`src/rtl/ddr_test_pkg.sv`:
```
// ddr_test_pkg: shared types and constants for the DDR test monitor.
// Holds the FSM state encoding, the counter widths and a saturating
// increment helper used by the error counter.
package ddr_test_pkg;

  // Counter widths
  localparam int ERR_W  = 16;
  localparam int BEAT_W = 32;

  // State encoding, also visible on state_o
  localparam logic [1:0] ST_WAIT_CAL = 2'd0;
  localparam logic [1:0] ST_SETTLE   = 2'd1;
  localparam logic [1:0] ST_RUN      = 2'd2;
  localparam logic [1:0] ST_FAULT    = 2'd3;

  typedef enum logic [1:0] {
    WAIT_CAL = ST_WAIT_CAL,
    SETTLE   = ST_SETTLE,
    RUN      = ST_RUN,
    FAULT    = ST_FAULT
  } state_t;

  // Increment that sticks at all-ones instead of wrapping
  function automatic logic [ERR_W-1:0] sat_inc(input logic [ERR_W-1:0] v);
    return (v == '1) ? v : v + 1'b1;
  endfunction

endpackage

```
`src/rtl/sync_2ff.sv`:
```
// sync_2ff: two-flop synchronizer for a single slow level signal.
// Both flops clear asynchronously on rst.
module sync_2ff (
  input  logic clk,
  input  logic rst,
  input  logic d,
  output logic q
);

  logic meta;

  // Two-stage capture of the asynchronous input
  always_ff @(posedge clk or posedge rst) begin
    if (rst) begin
      meta <= 1'b0;
      q    <= 1'b0;
    end else begin
      meta <= d;
      q    <= meta;
    end
  end

endmodule

```
`src/rtl/ddr_test_monitor.sv`:
```
// ddr_test_monitor: watches the compare results of a DDR traffic checker.
// Waits for calibration, lets the interface settle, then counts compared
// beats and errors, raises a sticky any-error flag and a sticky burst flag
// when too many errors land inside one fixed window.
// Optional feature: define DDR_MON_ERR_LOG_EN to add first_err_beat, the
// beat_count value captured at the first error seen in RUN.
//
// Compare interface: cmp_valid marks one compared beat in this cycle;
// cmp_error is meaningful only while cmp_valid is high. There is no
// back-pressure, every valid beat is consumed in the cycle it appears.
module ddr_test_monitor
  import ddr_test_pkg::*;
#(
  parameter int unsigned SETTLE_CYCLES = 1024,
  parameter int unsigned WINDOW_CYCLES = 4096,
  parameter int unsigned BURST_THRESH  = 8
) (
  input  logic              clk_i,
  input  logic              rst_i,
  input  logic              init_calib_complete,
  input  logic              cmp_valid,
  input  logic              cmp_error,
  input  logic              clear_i,
  output logic              init_calib_complete_d,
  output logic              error_int1,
  output logic              error_int2,
  output logic [ERR_W-1:0]  err_count,
  output logic [BEAT_W-1:0] beat_count,
  output logic [1:0]        state_o
`ifdef DDR_MON_ERR_LOG_EN
  ,
  output logic [BEAT_W-1:0] first_err_beat
`endif
);

  localparam int unsigned SETTLE_W = (SETTLE_CYCLES > 1) ? $clog2(SETTLE_CYCLES) : 1;
  localparam int unsigned WIN_W    = (WINDOW_CYCLES > 1) ? $clog2(WINDOW_CYCLES) : 1;
  localparam int unsigned WERR_W   = $clog2(BURST_THRESH + 1);

  localparam logic [SETTLE_W-1:0] SETTLE_LOAD = SETTLE_W'(SETTLE_CYCLES - 1);
  localparam logic [WIN_W-1:0]    WIN_LAST    = WIN_W'(WINDOW_CYCLES - 1);
  localparam logic [WERR_W-1:0]   THRESH      = WERR_W'(BURST_THRESH);

  state_t              state_q, state_d;
  logic [SETTLE_W-1:0] settle_q, settle_d;
  logic [WIN_W-1:0]    win_q;
  logic [WERR_W-1:0]   werr_q, werr_sum;
  logic [BEAT_W-1:0]   beat_q;
  logic [ERR_W-1:0]    err_q;
  logic                int1_q, int2_q;
  logic                cal_d;
  logic                in_run, active, beat_hit, err_hit, burst_hit;

  sync_2ff u_sync (
    .clk (clk_i),
    .rst (rst_i),
    .d   (init_calib_complete),
    .q   (cal_d)
  );

  // Qualify compare events and form the per-window error sum.
  // win_q == 0 is the first cycle of a window: the running count restarts
  // there, so an error on that cycle belongs to the new window.
  always_comb begin
    in_run    = (state_q == RUN);
    active    = (state_q == RUN) || (state_q == FAULT);
    beat_hit  = active && cmp_valid && !clear_i;
    err_hit   = beat_hit && cmp_error;
    werr_sum  = ((win_q == '0) ? '0 : werr_q) + WERR_W'(in_run && err_hit);
    burst_hit = in_run && err_hit && (werr_sum == THRESH);
  end

  // FSM next state and settle down-counter; losing calibration wins over all
  always_comb begin
    state_d  = state_q;
    settle_d = settle_q;
    case (state_q)
      WAIT_CAL: begin
        if (cal_d) begin
          state_d  = SETTLE;
          settle_d = SETTLE_LOAD;
        end
      end
      SETTLE: begin
        if (settle_q == '0) state_d = RUN;
        else                settle_d = settle_q - 1'b1;
      end
      RUN: begin
        if (burst_hit) state_d = FAULT;
      end
      FAULT: begin
        if (clear_i) state_d = RUN;
      end
      default: state_d = WAIT_CAL;
    endcase
    if (!cal_d) state_d = WAIT_CAL;
  end

  // FSM state register
  always_ff @(posedge clk_i or posedge rst_i) begin
    if (rst_i) begin
      state_q  <= WAIT_CAL;
      settle_q <= '0;
    end else begin
      state_q  <= state_d;
      settle_q <= settle_d;
    end
  end

  // Counters, sticky flags and burst window; clear drops any same-cycle error
  always_ff @(posedge clk_i or posedge rst_i) begin
    if (rst_i) begin
      beat_q <= '0;
      err_q  <= '0;
      int1_q <= 1'b0;
      int2_q <= 1'b0;
      win_q  <= '0;
      werr_q <= '0;
    end else if (clear_i) begin
      beat_q <= '0;
      err_q  <= '0;
      int1_q <= 1'b0;
      int2_q <= 1'b0;
      win_q  <= '0;
      werr_q <= '0;
    end else begin
      if (beat_hit) beat_q <= beat_q + 1'b1;
      if (err_hit) begin
        err_q  <= sat_inc(err_q);
        int1_q <= 1'b1;
      end
      if (burst_hit) int2_q <= 1'b1;
      if (in_run) begin
        win_q  <= (win_q == WIN_LAST) ? '0 : win_q + 1'b1;
        werr_q <= werr_sum;
      end else begin
        win_q  <= '0;
        werr_q <= '0;
      end
    end
  end

`ifdef DDR_MON_ERR_LOG_EN
  // Capture the beat index of the first error seen while running
  always_ff @(posedge clk_i or posedge rst_i) begin
    if (rst_i) begin
      first_err_beat <= '0;
    end else if (clear_i) begin
      first_err_beat <= '0;
    end else if (in_run && err_hit && !int1_q) begin
      first_err_beat <= beat_q;
    end
  end
`endif

  assign init_calib_complete_d = cal_d;
  assign error_int1            = int1_q;
  assign error_int2            = int2_q;
  assign err_count             = err_q;
  assign beat_count            = beat_q;
  assign state_o               = state_q;

endmodule

```
`config.mk`:
```
export PLATFORM = sky130hd
export DESIGN_NAME = ddr_test_monitor
export DESIGN_NICKNAME = d
export VERILOG_FILES = /design/src/rtl/ddr_test_pkg.sv /design/src/rtl/sync_2ff.sv /design/src/rtl/ddr_test_monitor.sv
export SDC_FILE = /design/constraint.sdc
export NUM_CORES = 1
export LEC_CHECK = 0
export CAP_MARGIN = 40
export CELL_PAD_IN_SITES_DETAIL_PLACEMENT = 1
export CELL_PAD_IN_SITES_GLOBAL_PLACEMENT = 1
export CORE_ASPECT_RATIO = 1.1
export CORE_MARGIN = 5
export CORE_UTILIZATION = 45
export CTS_CLUSTER_DIAMETER = 150
export DETAILED_ROUTE_END_ITERATION = 8
export PLACE_DENSITY_LB_ADDON = 0.1
export SLEW_MARGIN = 10
export SYNTH_ARGS = -nofsm -noshare
export SYNTH_HDL_FRONTEND = slang
export SYNTH_HIERARCHICAL = 1
export SYNTH_SLANG_ARGS = --single-unit
```
`constraint.sdc`:
```
create_clock -name clk_i -period 4.1 [get_ports clk_i]
set_clock_uncertainty 0.05 [all_clocks]
set_input_delay 0.82 -clock clk_i [delete_from_list [all_inputs] [get_ports clk_i]]
set_output_delay 0.82 -clock clk_i [all_outputs]
set_load 0.01 [all_outputs]
```
* Word-level counts from Yosys, hierarchy flattened
Cells that the tools add are included.
** Operators by class
- Add/subtract/negate cells :: 5
- Eq/ne operators :: 12
- Multiplexer cells :: 23
- Reduce and logical (&&, ||, !) cells :: 17
** Operators with widths (count)
- 32-bit two-way mux :: 2
- 16-bit two-way mux :: 3
- 12-bit two-way mux :: 3
- 32-bit by 1-bit adder with 32-bit output, second input constant :: 1
- 10-bit two-way mux :: 2
- 10-bit one-hot mux with 2 select lines :: 1
- 16-bit by 1-bit adder with 16-bit output, second input constant :: 1
- 16-bit equality test, second input constant :: 1
- 12-bit by 1-bit adder with 12-bit output, second input constant :: 1
- 12-bit equality test, second input constant :: 1
- 12-bit logical NOT :: 1
- 4-bit two-way mux :: 3
- 10-bit logical NOT :: 1
- 10-bit by 1-bit subtractor with 10-bit output, second input constant :: 1
- 3-bit inequality test, second input constant :: 3
- 2-bit two-way mux :: 4
- 2-bit one-hot mux with 4 select lines :: 1
- 2-bit nonzero test :: 4
- 3-bit AND reduction :: 2
- 1-bit logical AND :: 5
- 4-bit by 1-bit adder with 4-bit output :: 1
- 2-bit equality test, second input constant :: 2
- 4-bit equality test, second input constant :: 1
- 1-bit two-way mux :: 4
- other kinds (7) :: 8
** Storage, ports and cells
- Register bits :: 80
- Input port bits :: 6
- Output and inout bits :: 53

* Logic depth before layout (Yosys ltp)
Gate-level depths: netlist of the first run.
- Depth after elaboration :: 12
- Gate-level depth with buffers :: 11
- Mapped depth without buffers :: 11

* By module
Netlist of the first run, hierarchy kept.
** Modules (own cells, without submodules)
- ddr_test_monitor :: instances 1, cells each 418, area an instance 4021.4 um^2, seq. area each 1951.9 um^2
- sync_2ff :: instances 1, cells each 3, area an instance 53.8 um^2, seq. area each 50.0 um^2

* Least setup slack after synthesis of the first run
Ideal clock, no wire load.
- Path kind :: input to register
- Start :: in clear_i
- End :: reg state_q[0], in the netlist state_o[0]
- Arrival time :: 2325 ps
- Slack :: 1643 ps
- Stages :: 8
- Path through :: clkbuf_1 nand4b_1 nor2_1 ha_1 ha_1 nor3_1 nand4_1 a31oi_1
** Between the ends
- Longest elaborated chain between the ends :: 9
- Elaborated cells on any way between the ends :: 10
- Classes of those cells :: add/sub: 1; eq/ne: 3; reduce/logical: 6
** RTL lines
- start: declaration :: line ddr_test_monitor.sv:23 : input logic clear_i,
- 1-bit logical NOT :: line ddr_test_monitor.sv:67 : beat_hit = active && cmp_valid && !clear_i;
- 1-bit logical AND :: line ddr_test_monitor.sv:67
- 1-bit logical AND :: line ddr_test_monitor.sv:68 : err_hit = beat_hit && cmp_error;
- 1-bit logical AND :: line ddr_test_monitor.sv:69, ddr_test_monitor.sv:70
- 4-bit by 1-bit adder with 4-bit output :: line ddr_test_monitor.sv:69 : werr_sum = ((win_q == '0) ? '0 : werr_q) + WERR_W'(in_run && err_hit);
- 4-bit equality test :: line ddr_test_monitor.sv:70 : burst_hit = in_run && err_hit && (werr_sum == THRESH);
- 1-bit logical AND :: line ddr_test_monitor.sv:70
- 3-bit inequality test (no source line)
- 3-bit AND reduction (no source line) (*)
- end signal: assignment :: line ddr_test_monitor.sv:105 : state_q <= state_d;
- end: declaration :: line ddr_test_monitor.sv:44 : state_t state_q, state_d;
Mark *: on every way between the ends. The rest lies on a longest branch, timed or not.
A chain may end at the register's enable or synchronous reset.

* Final worst setup path of the first run
- Start :: in cmp_valid
- End :: reg state_q[0], in the netlist state_o[0]
** Between the ends
- Longest elaborated chain between the ends :: 9
** RTL lines
- start: declaration :: line ddr_test_monitor.sv:21 : input logic cmp_valid,
- 1-bit logical AND (*) (2 in a row) :: line ddr_test_monitor.sv:67
- 1-bit logical AND (*) :: line ddr_test_monitor.sv:68
- 1-bit logical AND (*) :: line ddr_test_monitor.sv:69, ddr_test_monitor.sv:70
- 4-bit by 1-bit adder with 4-bit output :: line ddr_test_monitor.sv:69
- 4-bit equality test :: line ddr_test_monitor.sv:70
- 1-bit logical AND (*) :: line ddr_test_monitor.sv:70
- 3-bit inequality test (no source line) (*)
- 3-bit AND reduction (no source line) (*)
Marks and branches as above.

==> impl_metrics.py, run 1 <==
metrics = {
    "outcome": {
        "status": "finished clean",
    },
    "pwr": {
        "p_total_mw": 1.42,
        "power.share.combinational_pct": 4.0,
        "leakage_nw": 2.00,
        "p_int_mw": 1.10,
        "ir_drop_v": 0.000165,
        "p_clk_share_pct": 39.2,
        "switching_share_pct": 22.4,
        "p_seq_share_pct": 56.8,
        "power_density_nw_per_um2": 287,
        "p_switching_uw": 319,
    },
    "yosys": {
        "synth_edf_count": 0,
        "synth_ff_type": "dfrtp_1",
        "synthCells": 421,
        "synth_nets": 434,
        "ys_ff_latch": 80,
        "yosys_warnings": 6,
        "yosysSeqAreaShare_pct": 49.1,
        "synth_cell_types": 48,
        "syn-cell-area_um2": 4080,
        "synthArstFlopShare_pct": 100,
        "avgSynthCellArea_um2": 9.68,
    },
    "timing": {
        "worstMarginPinSlew_ns": 0.620,
        "slew-limit-headroom_pct": 58.3,
        "grt_setup_unrepaired": "no",
        "hold_viol": 0,
        "setup_violations": 0,
        "finalSetupTns_ns": 0,
        "layout_setup_ws_ns": 1.35,
        "slew_viol_final": 0,
        "finalCritPeriodShare_pct": 67.2,
        "period_minus_slack_ns": 2.75,
        "fmax_ghz": 0.363,
    },
    "placement": {
        "dp_worst_setup_slack_ns": 0.972,
        "placed_cell_area_um2": 4770,
        "dpl.hpwl_mm": 7.21,
        "port_buffers": 58,
        "place_congestion": 0.779,
    },
    "global_routing": {
        "grt_max_degree": 54,
        "antenna_found_initial": 0,
        "grt.overflow.total": 0,
        "grt_pass1_vias": 3750,
        "grt_pass1_wl_mm": 17.5,
        "grt.total_usage_pct": 20.0,
    },
    "worst_setup_path": {
        "path_cells": "clkdlybuf4s50_1 > nand4b_1 > nor2_1 > ha_1 > ha_1 > xor2_1 > nor3_1 > nand4_1 > a31oi_1",
        "critPathCaptureType": "register",
        "path_class": "primary input to register",
        "required_ns": 4.33,
        "slowest_stage": "clkdlybuf4s50_1",
        "max_stage_delay_ns": 0.62,
        "worstPathArrival_ns": 2.99,
        "worstPathMaxFanout": 7,
        "path_buf_inv": 1,
        "worstSetupStartpointType": "primary input",
        "crit_family": "simple AND/OR/NAND/NOR gates",
        "cpMostUsedCell": "ha_1",
        "rrSetupSlack_ns": 1.49,
    },
    "die": {
        "rows": 36,
        "die_area_um2": 11100,
        "num_io_pins": 59,
        "die_h_um": 110,
        "start_util_pct": 45.9,
        "die_w_um": 101,
        "core_area_um2": 8870,
    },
    "finish": {
        "final_common_cell": "dfrtp_1",
        "drive_above_1_share_pct": 4.95,
        "final_net_count": 496,
        "layout_common_cells": "dfrtp_1, nor2_1, clkdlybuf4s50_1",
        "n_antenna_cell": 0,
        "postLayoutCoreUtil_pct": 55.8,
        "fillerInstances": 1015,
        "fin_area_um2": 4950,
        "area_growth_pct": 21.4,
    },
    "clock_network": {
        "cts_tree": "yes",
        "cts_buffer_depth": 2,
        "clk_pin_slew_worst_paths_ns": 0.07,
        "post-cts-setup-buffers": 0,
        "cts_resized": 0,
        "postCtsHoldBufs": 0,
        "insertion_delay_ns": 0.36,
        "cts_buffers": 9,
        "numClockSinks": 80,
        "htree_num_levels": 3,
        "cts-root-buf": "clkbuf_8",
    },
    "job": {
        "drv_cap": 0,
    },
    "routing": {
        "avgRoutedWirePerCell_um": 16.9,
        "post_drt_via_cell_ratio": 5.60,
        "wl_mm": 10.1,
        "first_pass_iters": 4,
        "drc": 0,
        "ant_nets": 0,
        "num_vias": 3352,
        "drt_iter0_markers": 95,
    },
    "min_path": {
        "min_path_type": "register to register",
    },
}
==> state kept, by name (all words and copies together), names as in the netlist <==
name	count
error_int1	1
settle_q	10
werr_q	4
beat_count	32
state_o	2
err_count	16
error_int2	1
u_sync/q	1
u_sync/meta	1
win_q	12
==> logic make-up after synthesis <==
family | Yosys count | share of synthesized area (%)
and+or+nand+nor | 223 | 29.0
adders and majority gates | 7 | 2.15
DFF | 80 | 49.1
AOI/OAI and AO/OA | 28 | 4.82
xor gates and xnor gates | 58 | 12.5
buffers and inverters | 25 | 2.43
==> area by class of cell <==
cell class              count  area [um^2]  area share, %
clock inverters             1         30.0          0.607
clock buffers              12          145           2.93
inverters                  15         56.3           1.14
repair buffers             61          598           12.1
flip-flops and latches     80         2000           40.5
well taps                 114          143           2.88
multi-input cells         316         1970           39.9
==> worst reg2reg max path, stage by stage (launching register included) <==
cell and delay, ns:
dfrtp_1 0.43, inv_1 0.08, ha_1 0.15, nor4b_1 0.33
nand3_1 0.25, and2_1 0.23, ha_1 0.19, ha_1 0.22
xor2_1 0.16, nor3_1 0.13, nand4_1 0.14, a31oi_1 0.18
==> synthesized netlist by cell type, drive strengths merged, types with 6 or more instances <==
cell	count	area, um^2
nand3	23	115
nor4	15	115
xor2	29	254
nor3	14	75.1
and4	10	90.1
clkbuf	7	26.3
nand4	21	146
o21ai	6	30.0
and3	9	56.3
dfrtp	80	2000
nand2	41	156
a21oi	9	45.0
nor2	67	268
ha	7	87.6
inv	15	56.3
xnor2	29	254
==> power by group through the flow <==
stage | Clock, mW | Sequential [mW] | Combinational, mW
2_1_floorplan | 0 | 0.820 | 0.0381
3_3_place_gp | 0 | 0.824 | 0.0562
3_5_place_dp | 0 | 0.824 | 0.0587
6_report | 0.557 | 0.808 | 0.0567
5_1_grt | 0.614 | 0.810 | 0.0658
4_1_cts | 0.574 | 0.809 | 0.0588
==> path summary, 6_finish.rpt <==
kind	from	end	depth (start not counted)
worst max-delay path	cmp_valid	state_o[0]	9
max in group asynchronous	rst_i	err_count[6]	3
min in group asynchronous	rst_i	u_sync/q	2
worst max register to register	win_q[0]	state_o[0]	11
worst min register to register	u_sync/meta	u_sync/q	0
worst min-delay path	u_sync/meta	u_sync/q	0
==> through the flow <==
step | hold slack (ns) | std cells
2_1_floorplan | 0.281 | 421
3_3_place_gp | 0.287 | 586
3_5_place_dp | 0.293 | 586
4_1_cts | 0.317 | 599
5_1_grt | 0.319 | 599
6_report | 0.312 | 599
==> layer usage <==
metal | vias up | global-route usage, % | wire length [um]
met5 | - | 0 | 0
met4 | 0 | 8.08 | 178
met3 | 15 | 4.00 | 385
met2 | 58 | 34.6 | 5060
met1 | 1691 | 24.4 | 4500
li1 | 1588 | - | -
No activity file was read; power rests on OpenSTA's default activity.
==> inputs of run 2 (changes only) <==
--- a/config.mk
+++ b/config.mk
@@ -10,7 +10,7 @@
 export CELL_PAD_IN_SITES_GLOBAL_PLACEMENT = 1
 export CORE_ASPECT_RATIO = 1.1
 export CORE_MARGIN = 5
-export CORE_UTILIZATION = 45
+export CORE_UTILIZATION = 38
 export CTS_CLUSTER_DIAMETER = 150
 export DETAILED_ROUTE_END_ITERATION = 8
 export PLACE_DENSITY_LB_ADDON = 0.1
==> constraint.sdc (replaced) <==
create_clock -name clk_i -period 2.25 [get_ports clk_i]
set_clock_uncertainty 0.05 [all_clocks]
set_input_delay 0.45 -clock clk_i [delete_from_list [all_inputs] [get_ports clk_i]]
set_output_delay 0.45 -clock clk_i [all_outputs]
set_load 0.01 [all_outputs]
==> run 2 against run 1 <==
- worst setup slack worse by 1.3 ns
- wire length up 5.6%
- sequential share of layout area shrank 3.4 points
- sequential cell count unchanged
- hold slack worse by 0.020 ns
- global-route usage shrank 2.3 points
- sequential power increased by 83%
- largest cell class is now multi-input combinational cells
==> impl_metrics.py, run 2 (synthesized netlist as in run 1, its figures left out) <==
metrics = {
    "clock_network": {
        "clk_pin_slew_worst_paths_ns": 0.06,
        "cts_buffers": 9,
        "insertion_delay_ns": 0.34,
        "cts_tree": "yes",
        "numClockSinks": 80,
        "cts-root-buf": "clkbuf_16",
        "htree_num_levels": 3,
        "cts_buffer_depth": 2,
    },
    "routing": {
        "drc": 0,
        "ant_nets": 0,
        "post_drt_via_cell_ratio": 5.20,
        "first_pass_iters": 4,
        "avgRoutedWirePerCell_um": 16.3,
        "drt_iter0_markers": 85,
        "wl_mm": 10.7,
        "num_vias": 3410,
    },
    "timing": {
        "fmax_ghz": 0.458,
        "hold_viol": 0,
        "finalCritPeriodShare_pct": 97.0,
        "worstMarginPinSlew_ns": 0.565,
        "setup_violations": 0,
        "slew-limit-headroom_pct": 62.3,
        "layout_setup_ws_ns": 0.0671,
        "grt_setup_unrepaired": "yes",
        "hold_ws_ns": 0.292,
        "slew_viol_final": 0,
        "period_minus_slack_ns": 2.18,
    },
    "placement": {
        "place_congestion": 0.745,
        "placed_cell_area_um2": 5020,
        "dp_worst_setup_slack_ns": -0.204,
        "port_buffers": 58,
        "dpl.hpwl_mm": 7.58,
    },
    "worst_setup_path": {
        "required_ns": 2.46,
        "critPathCaptureType": "register",
        "worstPathMaxFanout": 2,
        "r2r_start": "win_q[0]",
        "worstPathArrival_ns": 2.39,
        "path_class": "register to register",
        "worstSetupStartpointType": "register",
        "crit_start": "win_q[0]",
    },
    "die": {
        "start_util_pct": 39.0,
        "core_area_um2": 10400,
        "num_io_pins": 59,
        "die_area_um2": 12900,
        "die_w_um": 109,
        "rows": 39,
        "die_h_um": 119,
    },
    "finish": {
        "layout_common_cells": "dfrtp_1, nor2_1, clkdlybuf4s50_1",
        "final_net_count": 521,
        "fillerInstances": 1227,
        "final_common_cell": "dfrtp_1",
        "largest_reg_flops": 32,
        "fin_area_um2": 5400,
        "area_growth_pct": 32.4,
        "n_antenna_cell": 0,
        "drive_above_1_share_pct": 11.3,
        "postLayoutCoreUtil_pct": 51.7,
    },
    "global_routing": {
        "grt.overflow.total": 0,
        "grt_pass1_vias": 3762,
        "grt_max_degree": 35,
        "grt.total_usage_pct": 17.7,
        "grt_pass1_wl_mm": 18.3,
        "antenna_found_initial": 0,
    },
    "outcome": {
        "status": "finished clean",
    },
    "pwr": {
        "ir_drop_v": 0.000315,
        "p_total_mw": 3.09,
        "power_density_nw_per_um2": 572,
        "leakage_nw": 2.22,
    },
    "job": {
        "drv_cap": 0,
    },
    "min_path": {
        "min_path_type": "primary input to async pin",
    },
}
run 2: changes by cell type in the layout (fill, tap and decap cells not counted), moves of 3 or more:
cell,change
buf_12,+3
buf_4,+20
clkbuf_8,-8
clkbuf_16,+9
run 2: final timing paths:
check | endpoint | slack, ns | cells after the start
max | state_o[0] | 0.07 | 11
min | u_sync/meta | 0.29 | 2
max reg2reg | state_o[0] | 0.07 | 11
min reg2reg | u_sync/q | 0.30 | 0
max in group asynchronous | win_q[4] | 1.15 | 3
min in group clk_i | u_sync/q | 0.30 | 0
run 2: through the flow:
step                TNS (ns)  std cells
finish                     0        656
global placement      -0.189        638
detailed placement    -0.793        638
floorplan                  0        421
CTS                        0        656
global route          -0.211        656
run 2: repair_timing:
action / 4_1_cts / 5_1_grt
buffers inserted: 2 / 0
endpoints found under the hold margin: 0 / 0
hold buffers: 0 / 0
resized for setup: 5 / 6
pin swaps: 6 / 4
gates cloned: 0 / 0
setup endpoints to repair: 2 / 7
run 2: metal layers:
layer,GRT usage [%],vias up,share of wire [%]
li1,-,1645,-
met2,29.2,53,50
met4,5.52,0,1.0
met1,22.6,1699,45
met5,0,-,0
met3,4.47,13,3.6
run 2: where the power goes:
group | total [mW] | switching, mW | internal, mW
Sequential | 1.48 | 0.0214 | 1.45
Combinational | 0.117 | 0.0740 | 0.0433
Clock | 1.49 | 0.577 | 0.917
Total | 3.09 | 0.673 | 2.41
run 2: final cells by class:
cell class / instances / area (um^2) / share of cell area [%]
Tap cell: 143 / 179 / 3.32
Sequential cell: 80 / 2000 / 37.1
Inverter: 15 / 60.1 / 1.11
Clock inverter: 3 / 40.0 / 0.742
Timing Repair Buffer: 86 / 831 / 15.4
Multi-Input combinational cell: 316 / 2020 / 37.5
Clock buffer: 13 / 260 / 4.82
run 2: critical path: stages, from the launching register on:
cell and delay [ns]:
dfrtp_1 0.39, inv_1 0.07, ha_1 0.14, nor4b_4 0.21, nand3_2 0.12, and2_4 0.17
ha_4 0.17, ha_4 0.16, xor2_1 0.14, nor3_1 0.14, nand4_1 0.14, a31oi_1 0.20
